[src/rtl/lfo_pkg.sv]
// Shared types and constants for the chorus/flanger LFO (lfo_delay_mod).
// Also builds the quarter-wave sine table used when LFO_SINE_EN is defined.
package lfo_pkg;

  typedef enum logic [2:0] {
    ST_IDLE    = 3'd0,
    ST_ADVANCE = 3'd1,
    ST_SHAPE   = 3'd2,
    ST_MULT    = 3'd3,
    ST_DONE    = 3'd4
  } lfo_state_e;

  localparam int WAVE_WIDTH     = 15;
  localparam int MAG_MAX        = 32767;
  localparam int MULT_ITERS     = 14;
  localparam int ITER_W         = $clog2(MULT_ITERS);
  localparam int SINE_ROM_DEPTH = 256;
  localparam int ROM_ADDR_W     = $clog2(SINE_ROM_DEPTH);

  typedef logic [SINE_ROM_DEPTH-1:0][WAVE_WIDTH-1:0] sine_rom_t;

  // Entry i holds sin((i+0.5)/256 * pi/2) in Q15 using the odd cubic
  // x*(pi/2) - x^3*(pi/2-1), which hits exactly 0 and 1 at the ends.
  function automatic sine_rom_t build_sine_rom();
    sine_rom_t bits;
    longint    x;
    longint    v;
    bits = '0;
    for (int i = 0; i < SINE_ROM_DEPTH; i++) begin
      x = longint'(2 * i + 1);
      v = (x * 64'sd51472) / 64'sd512 - (x * x * x * 64'sd18704) / 64'sd134217728;
      if (v > longint'(MAG_MAX)) v = longint'(MAG_MAX);
      bits[ROM_ADDR_W'(i)] = WAVE_WIDTH'(v);
    end
    return bits;
  endfunction

endpackage

[src/rtl/lfo_delay_mod_sine_rom.sv]
// lfo_sine_rom: synchronous 256x15 quarter-wave sine ROM, one-cycle read latency.
// Only instantiated by lfo_delay_mod when LFO_SINE_EN is defined.
module lfo_sine_rom
  import lfo_pkg::*;
(
  input  logic                  clk,
  input  logic [ROM_ADDR_W-1:0] addr_i,
  output logic [WAVE_WIDTH-1:0] data_o
);

  localparam sine_rom_t ROM = build_sine_rom();

  logic [WAVE_WIDTH-1:0] data_q;
  logic [WAVE_WIDTH-1:0] data_d;

  always_comb begin
    data_d = ROM[addr_i];
  end

  always_ff @(posedge clk) begin
    data_q <= data_d;
  end

  assign data_o = data_q;

endmodule

[src/rtl/lfo_delay_mod.sv]
// lfo_delay_mod: per-sample LFO (phase accumulator, shaper, shift-add depth
// multiplier) driving the delay buffer's extra-delay input. LFO_SINE_EN selects sine.
module lfo_delay_mod
  import lfo_pkg::*;
#(
  parameter int PHASE_WIDTH = 24,
  parameter int ADDR_WIDTH  = 14,
  parameter int MAX_DEPTH   = 800
) (
  input  logic                   clk,
  input  logic                   rst_n,
  input  logic                   sampleTick_s_i,
  input  logic                   enable_i,
  input  logic [PHASE_WIDTH-1:0] rateInc_i,
  input  logic [ADDR_WIDTH-1:0]  depth_i,
  // LFOChanged_s_o is a one-cycle valid strobe with no ready: the value on
  // extraDelay_s_o is new in that cycle and held until the next strobe.
  output logic [ADDR_WIDTH-1:0]  extraDelay_s_o,
  output logic                   LFOChanged_s_o,
  output logic                   busy_c_o,
  output logic                   overrun_s_o,
  output lfo_state_e             state_dbg_o
);

  localparam int PROD_W = WAVE_WIDTH + ADDR_WIDTH;
  localparam int U_W    = WAVE_WIDTH + 2;
  localparam logic [ADDR_WIDTH-1:0] DEPTH_CLAMP = ADDR_WIDTH'(MAX_DEPTH);

  lfo_state_e             state_q, state_d;
  logic [PHASE_WIDTH-1:0] phase_q, phase_d;
  logic                   en_q, en_d;
  logic [ADDR_WIDTH-1:0]  depth_q, depth_d;
  logic [WAVE_WIDTH-1:0]  wave_q, wave_d;
  logic                   sign_q, sign_d;
  logic [ITER_W-1:0]      cnt_q, cnt_d;
  logic [PROD_W-1:0]      acc_q, acc_d;
  logic [ADDR_WIDTH-1:0]  extra_delay_q, extra_delay_d;
  logic                   strobe_q, strobe_d;
  logic                   overrun_q, overrun_d;

  logic [U_W-1:0]         u;
  logic [1:0]             quad;
  logic [WAVE_WIDTH-1:0]  frac;
  logic                   shape_ready;
  logic [WAVE_WIDTH-1:0]  shape_mag;
  logic [PROD_W-1:0]      addend;
  logic [ADDR_WIDTH-1:0]  mag;
  logic [ADDR_WIDTH-1:0]  depth_clamped;

  assign u    = phase_q[PHASE_WIDTH-1 -: U_W];
  assign quad = u[U_W-1 -: 2];
  assign frac = u[WAVE_WIDTH-1:0];

`ifdef LFO_SINE_EN
  logic                  rom_wait_q, rom_wait_d;
  logic [ROM_ADDR_W-1:0] rom_addr;
  logic [WAVE_WIDTH-1:0] rom_data;

  // Odd quadrants mirror the quarter wave by reading the table backwards.
  assign rom_addr = quad[0] ? ~frac[WAVE_WIDTH-1 -: ROM_ADDR_W]
                            : frac[WAVE_WIDTH-1 -: ROM_ADDR_W];

  lfo_sine_rom u_sine_rom (
    .clk    (clk),
    .addr_i (rom_addr),
    .data_o (rom_data)
  );

  assign rom_wait_d = (state_q == ST_SHAPE) && !rom_wait_q;

  always_ff @(posedge clk) begin
    if (!rst_n) rom_wait_q <= 1'b0;
    else        rom_wait_q <= rom_wait_d;
  end

  assign shape_ready = rom_wait_q;
  assign shape_mag   = rom_data;
`else
  assign shape_ready = 1'b1;
  assign shape_mag   = quad[0] ? (WAVE_WIDTH'(MAG_MAX) - frac) : frac;
`endif

  assign depth_clamped = (depth_i > DEPTH_CLAMP) ? DEPTH_CLAMP : depth_i;
  assign addend = depth_q[cnt_q] ? (PROD_W'(wave_q) << cnt_q) : '0;
  // Dropping the 15 fraction bits keeps |offset| strictly below the depth.
  assign mag    = acc_q[PROD_W-1 -: ADDR_WIDTH];

  always_comb begin
    state_d       = state_q;
    phase_d       = phase_q;
    en_d          = en_q;
    depth_d       = depth_q;
    wave_d        = wave_q;
    sign_d        = sign_q;
    cnt_d         = cnt_q;
    acc_d         = acc_q;
    extra_delay_d = extra_delay_q;
    strobe_d      = 1'b0;
    overrun_d     = overrun_q | (sampleTick_s_i && (state_q != ST_IDLE));
    case (state_q)
      ST_IDLE: begin
        if (sampleTick_s_i) state_d = ST_ADVANCE;
      end
      ST_ADVANCE: begin
        en_d    = enable_i;
        depth_d = depth_clamped;
        phase_d = enable_i ? (phase_q + rateInc_i) : '0;
        state_d = ST_SHAPE;
      end
      ST_SHAPE: begin
        if (shape_ready) begin
          wave_d  = en_q ? shape_mag : '0;
          sign_d  = quad[1];
          acc_d   = '0;
          cnt_d   = '0;
          state_d = ST_MULT;
        end
      end
      ST_MULT: begin
        acc_d = acc_q + addend;
        cnt_d = cnt_q + ITER_W'(1);
        if (cnt_q == ITER_W'(MULT_ITERS - 1)) state_d = ST_DONE;
      end
      ST_DONE: begin
        extra_delay_d = sign_q ? (-mag) : mag;
        strobe_d      = 1'b1;
        state_d       = ST_IDLE;
      end
      default: begin
        state_d = ST_IDLE;
      end
    endcase
  end

  always_ff @(posedge clk) begin
    if (!rst_n) begin
      state_q       <= ST_IDLE;
      phase_q       <= '0;
      en_q          <= 1'b0;
      depth_q       <= '0;
      wave_q        <= '0;
      sign_q        <= 1'b0;
      cnt_q         <= '0;
      acc_q         <= '0;
      extra_delay_q <= '0;
      strobe_q      <= 1'b0;
      overrun_q     <= 1'b0;
    end else begin
      state_q       <= state_d;
      phase_q       <= phase_d;
      en_q          <= en_d;
      depth_q       <= depth_d;
      wave_q        <= wave_d;
      sign_q        <= sign_d;
      cnt_q         <= cnt_d;
      acc_q         <= acc_d;
      extra_delay_q <= extra_delay_d;
      strobe_q      <= strobe_d;
      overrun_q     <= overrun_d;
    end
  end

  assign extraDelay_s_o = extra_delay_q;
  assign LFOChanged_s_o = strobe_q;
  assign busy_c_o       = (state_q != ST_IDLE);
  assign overrun_s_o    = overrun_q;
  assign state_dbg_o    = state_q;

endmodule

[config.mk]
export PLATFORM = sky130hd
export DESIGN_NAME = lfo_delay_mod
export DESIGN_NICKNAME = d
export VERILOG_FILES = /design/src/rtl/lfo_pkg.sv /design/src/rtl/lfo_delay_mod_sine_rom.sv /design/src/rtl/lfo_delay_mod.sv
export SDC_FILE = /design/constraint.sdc
export NUM_CORES = 1
export LEC_CHECK = 0
export ABC_AREA = 0
export CORE_MARGIN = 2
export CORE_UTILIZATION = 45
export CTS_BUF_LIST = sky130_fd_sc_hd__clkbuf_4 sky130_fd_sc_hd__clkbuf_8
export DETAILED_ROUTE_END_ITERATION = 7
export MAX_ROUTING_LAYER = met4
export PLACE_DENSITY = 0.68
export SYNTH_ARGS = -nofsm -noshare
export SYNTH_HDL_FRONTEND = slang
export SYNTH_HIERARCHICAL = 1
export SYNTH_SLANG_ARGS = --single-unit
export TNS_END_PERCENT = 1
[constraint.sdc]
create_clock -name clk -period 4 [get_ports clk]
set_input_delay 0.6 -clock clk [delete_from_list [all_inputs] [get_ports clk]]
set_output_delay 0.6 -clock clk [all_outputs]
set_load 0.03 [all_outputs]
# Yosys cells after proc, flatten, opt, wreduce, memory -nomap -nowiden
# Cells that the tools add are included.
[op_classes]
n_mux = 14
n_addsub = 5
order_cmp = 2
n_eq_ne = 7
shift = 1
n_reduce_logical = 5
bitwise_logic = 1
[op_table]
columns = ["cell", "count"]
rows = [
  ["$pmux W29 S2", 1],
  ["$mux W15", 2],
  ["$add A29 B29 Y29", 1],
  ["$mux W29", 1],
  ["$shl A15 B4 Y29", 1],
  ["$mux W14", 2],
  ["$add A24 B24 Y24", 1],
  ["$mux W24", 1],
  ["$sub A15 B15 Y15 const A", 1],
  ["$gt A14 B10 Y1 const B", 1],
  ["$neg A14 Y14", 1],
  ["$pmux W3 S4", 1],
  ["$pmux W4 S2", 1],
  ["$eq A3 B2 Y1 const B", 2],
  ["$mux W3", 2],
  ["$lt A4 B5 Y1 const B", 1],
  ["$add A4 B1 Y4 const B", 1],
  ["$bmux W1 S4", 1],
  ["$eq A4 B4 Y1 const B", 1],
  ["$ne A2 B2 Y1 const B", 2],
  ["$eq A3 B1 Y1 const B", 1],
  ["$eq A3 B3 Y1 const B", 1],
  ["$logic_not A3 Y1", 1],
  ["$reduce_bool A3 Y1", 1],
  ["other kinds (5)", 6],
]
[totals]
ff_bits = 107
out_inout_bits = 20
wordCells = 46
in_bits = 42

# Longest topological paths before layout
[depth]
ltp_word = 5
mapped_depth = 18
mapped_depth_nobuf = 14

# Worst setup path before layout
# Ideal clock, no wire load.
[synth_timing]
kind = "register -> register"
from = "register cnt_q[0]"
to = "register acc_q[27]"
arrival_time_ns = 3.566
setup_slack_ns = 0.312
setup_time_ns = 0.122
path_stages_with_launch = 17
t_required_ns = 3.878
cell_sequence = "dfxtp_1 buf_4 mux4_2 mux2i_1 or2_1 clkbuf_2 and2_1 buf_2 a211oi_1 ha_1 and3_2 a221o_1 a41o_1 o2111a_2 o211ai_1 mux2i_1 nand3_1"
[synth_between]
elab_chain_len = 5
elab_cells_between_ends = 6
classes_between = "1 x add/sub; 1 x shift; 4 x mux"
[synth_lines]
columns = ["element", "line", "rtl"]
rows = [
  ["from (decl)", "lfo_delay_mod.sv:35", "logic [ITER_W-1:0] cnt_q, cnt_d;"],
  ["from (signal assigned)", "lfo_delay_mod.sv:155", "cnt_q <= cnt_d;"],
  ["$bmux W1 S4", "lfo_delay_mod.sv:84", "assign addend = depth_q[cnt_q] ? (PROD_W'(wave_q) << cnt_q) : '0;"],
  ["$mux W1 (not written as such)", "lfo_delay_mod.sv:84", ""],
  ["$mux W29 *", "lfo_delay_mod.sv:84", ""],
  ["$add A29 B29 Y29 *", "lfo_delay_mod.sv:120", "acc_d = acc_q + addend;"],
  ["$pmux W29 S2 *", "lfo_delay_mod.sv:100", "case (state_q)"],
  ["to (signal assigned)", "lfo_delay_mod.sv:144", "acc_q <= '0;"],
  ["to (signal assigned)", "lfo_delay_mod.sv:156", "acc_q <= acc_d;"],
  ["to (decl)", "lfo_delay_mod.sv:36", "logic [PROD_W-1:0] acc_q, acc_d;"],
]
# Every way passes the cells marked *; elsewhere a longest branch is shown, timed or not. The select of a mux whose other input is x is not followed.
# A chain may end at the register's enable or synchronous reset.

# Final worst setup path
[layout_timing]
from = "register cnt_q[0]"
to = "register acc_q[22]"
# The elaborated chain is that of the path after synthesis.

==> impl_metrics.py <==
metrics = {
    "critical_path": {
        "worstSetupPathType": "reg -> reg",
        "cp.arrival_ps": 4040,
        "r2r-start": "cnt_q[0]",
        "crit_path_max_fanout": 26,
        "r2r_end": "acc_q[22]",
        "start_kind": "register",
        "worstPathRequired_ps": 4340,
        "rr_worst_depth": 13,
        "reg2reg_slack_ps": 300,
        "endpoint_kind": "register",
    },
    "route": {
        "post_drt_via_cell_ratio": 5.75,
        "via_count": 7117,
        "dr.max_layer_used": "met4",
        "met2_length_mm": 8.73,
        "dr.pass1.iters": 5,
        "ant_nets": 0,
        "drt_iter0_markers": 404,
        "wire_per_inst_um": 15.8,
        "route.detailed.drc": 0,
        "wl_mm": 19.6,
        "wl_met1_mm": 9.81,
        "dr_wl_met3_um": 627,
    },
    "sta": {
        "hold_violations": 0,
        "max_freq_mhz": 270,
        "finalCritPeriodShare": 0.925,
        "worst_pin_slew_ps": 727,
        "rsz0062_at_grt": "false",
        "relSlewSlack": 0.515,
        "setup_viol": 0,
        "setup_tns_ps": 0,
        "finalClockSkew_ps": 8.75,
        "fin_crit_ps": 3700,
        "slew_violations": 0,
    },
    "hold_path": {
        "worstHoldPathCells": 1,
        "hold_path_class": "reg -> reg",
        "hold_path_end": "phase_q[23]",
        "min-delay-start": "phase_q[23]",
    },
    "yosys": {
        "synth_edf_count": 0,
        "synth-async-reset-ratio": 0,
        "yosys.cell_types.count": 83,
        "synth_top_area_frac": 0.266,
        "synthTopCellsByArea": "dfxtp_1 27%, ha_1 8.4%, nand2_1 4.9%, xor2_1 4.2%, a21oi_1 4.1%",
        "yosys_warnings": 6,
        "syn_nets": 1077,
        "syn_avg_cell_area_sq_um": 8.22,
        "synth_area_sq_mm": 0.00804,
        "postSynthCellCount": 979,
        "synth_top_area_cell": "dfxtp_1",
        "ys_seq_area_frac": 0.266,
        "ys_ff_latch": 107,
        "synthFlopType": "dfxtp_1",
    },
    "global_route": {
        "grt_max_degree": 32,
        "overflow": 0,
        "antenna_found_initial": 0,
        "grt_util_all_layers": 0.220,
        "grt_pass1_wl_mm": 32.7,
        "grt_pass1_vias": 6576,
    },
    "layout": {
        "num_antenna_cells": 0,
        "areaGrowthSynthToFinish_pct": 12.0,
        "final_nets": 1106,
        "final_cells": 1238,
        "utilization": 0.519,
        "layout-drive-gt1-share": 0.0770,
    },
    "placed_design": {
        "dpl.cell_count": 1222,
        "hpwl_mm": 14.9,
        "gp_congestion": 0.928,
        "io_buffers": 61,
    },
    "floorplan": {
        "start_util": 0.463,
        "io_pins": 62,
        "dieArea_sq_mm": 0.0190,
        "die_h_um": 138,
        "die_w_um": 138,
        "num_rows": 48,
        "coreArea_sq_mm": 0.0174,
    },
    "clock_network": {
        "post_cts_buffers": 0,
        "cts.clk_slew.worst_paths_ps": 110,
        "cts_root_buffer": "clkbuf_8",
        "clock_latency_ps": 390,
        "cts_max_level": 3,
        "cts_buffers": 9,
        "clockBufferDepth": 2,
        "cts_tree": "built",
        "clock_sinks": 107,
    },
    "status": {
        "status": "finished, final reports clean",
    },
    "pwr": {
        "p_leak_nw": 3.67,
        "ir_drop_uv": 137,
        "powerDensity_mw_per_mm2": 240,
    },
    "job": {
        "drv_cap": 0,
    },
}
cell families after synthesis:
kind of cell,share of synthesized area
simple gates,0.202
buf+inv,0.0429
mux,0.0699
flops,0.266
fa+ha+maj,0.0890
xor+xnor,0.0632
compound gates,0.267
what timing repair did:
action                                  4_1_cts  5_1_grt
hold buffers                                  0        0
gates resized for setup                       0        3
endpoints found under the setup margin        0       10
final cells by class:
class                   instances  area (sq um)
clock buffers                  12           153
clock inverters                 4          35.0
inverters                      23          86.3
flip-flops and latches        107          2140
repair buffers                 78           746
well taps                     225           282
fillers                      1660          8350
multi-input cells             789          5560
worst max-delay path by stage:
stage	from	end	cells past startpoint
after floorplan	cnt_q[0]	acc_q[27]	16
after global placement	cnt_q[0]	acc_q[27]	13
after detailed placement	cnt_q[0]	acc_q[22]	13
after CTS	cnt_q[0]	acc_q[22]	13
after global routing	cnt_q[0]	acc_q[27]	15
final	cnt_q[0]	acc_q[22]	13
power by group:
part	total (mW)	leakage [nW]	switching [mW]	internal, mW
Combinational	0.371	2.71	0.206	0.165
Clock	0.663	0.0916	0.400	0.264
Sequential	1.13	0.865	0.0351	1.09
registers in the layout (all words and copies together), names as in the netlist:
register	cells
cnt_q	4
depth_q	14
overrun_s_o	1
extraDelay_s_o	14
sign_q	1
state_dbg_o	3
acc_q	29
LFOChanged_s_o	1
phase_q	24
en_q	1
wave_q	15
per-layer routing:
layer / global-route usage / vias to the layer above
met1: 0.304 / 3339
met2: 0.333 / 123
met5: - / -
met4: 0.0720 / 0
li1: - / 3628
met3: 0.0294 / 27
stage by stage:
step | worst slack, ps | power [mW] | hold slack, ps | instance area, sq um
floorplan | 312 | 1.40 | 424 | 8040
global placement | 287 | 1.52 | 452 | 8810
detailed placement | 204 | 1.52 | 459 | 8810
CTS | 183 | 2.18 | 477 | 9000
global route | 12.7 | 2.26 | 499 | 9010
finish | 299 | 2.16 | 475 | 9010
synth_stat cells (3+ instances only):
cell,count
dfxtp_1,107
nand2_1,105
a21oi_1,66
o21ai_0,62
nor2_1,60
ha_1,54
clkbuf_1,48
nand3_1,40
xor2_1,39
nor2b_1,33
mux2i_1,28
a21boi_0,22
and2_1,22
inv_1,22
a22oi_1,20
xnor2_1,19
a21o_1,17
a211oi_1,16
and3_1,11
nand4_1,11
o211a_1,11
a31oi_1,10
o21bai_1,10
mux4_2,9
o21a_1,8
or3_1,8
mux2_2,7
o211ai_1,6
buf_2,5
or4_1,5
a32o_1,4
a41oi_1,4
nand2b_1,4
nor3_1,4
o41ai_1,4
buf_6,3
nand3b_1,3
nand4b_1,3
nor3b_1,3
o221a_2,3
o31a_1,3
o31ai_1,3
worst max-delay path, cell delays in order, from the launching register on:
cell	delay, ps
dfxtp_2	420
buf_12	200
mux4_2	530
nor2b_1	150
a31oi_1	240
nor2_1	110
ha_1	290
buf_4	160
a21oi_1	250
a21oi_2	120
o31ai_4	400
a31oi_2	210
a2111oi_1	420
a221o_1	160
cell usage in the layout, fill, tap and decap left out, drive strengths merged, types with 16 or more instances in the layout:
cell and instances:
a211oi 16, a21boi 22, a21o 17, a21oi 68
a22oi 20, and2 23, buf 18, clkdlybuf4s50 60
dfxtp 107, ha 54, inv 23, mux2i 28
nand2 105, nand3 40, nor2 61, nor2b 34
o21ai 65, xnor2 19, xor2 39
No activity file was read; power rests on OpenSTA's default activity.
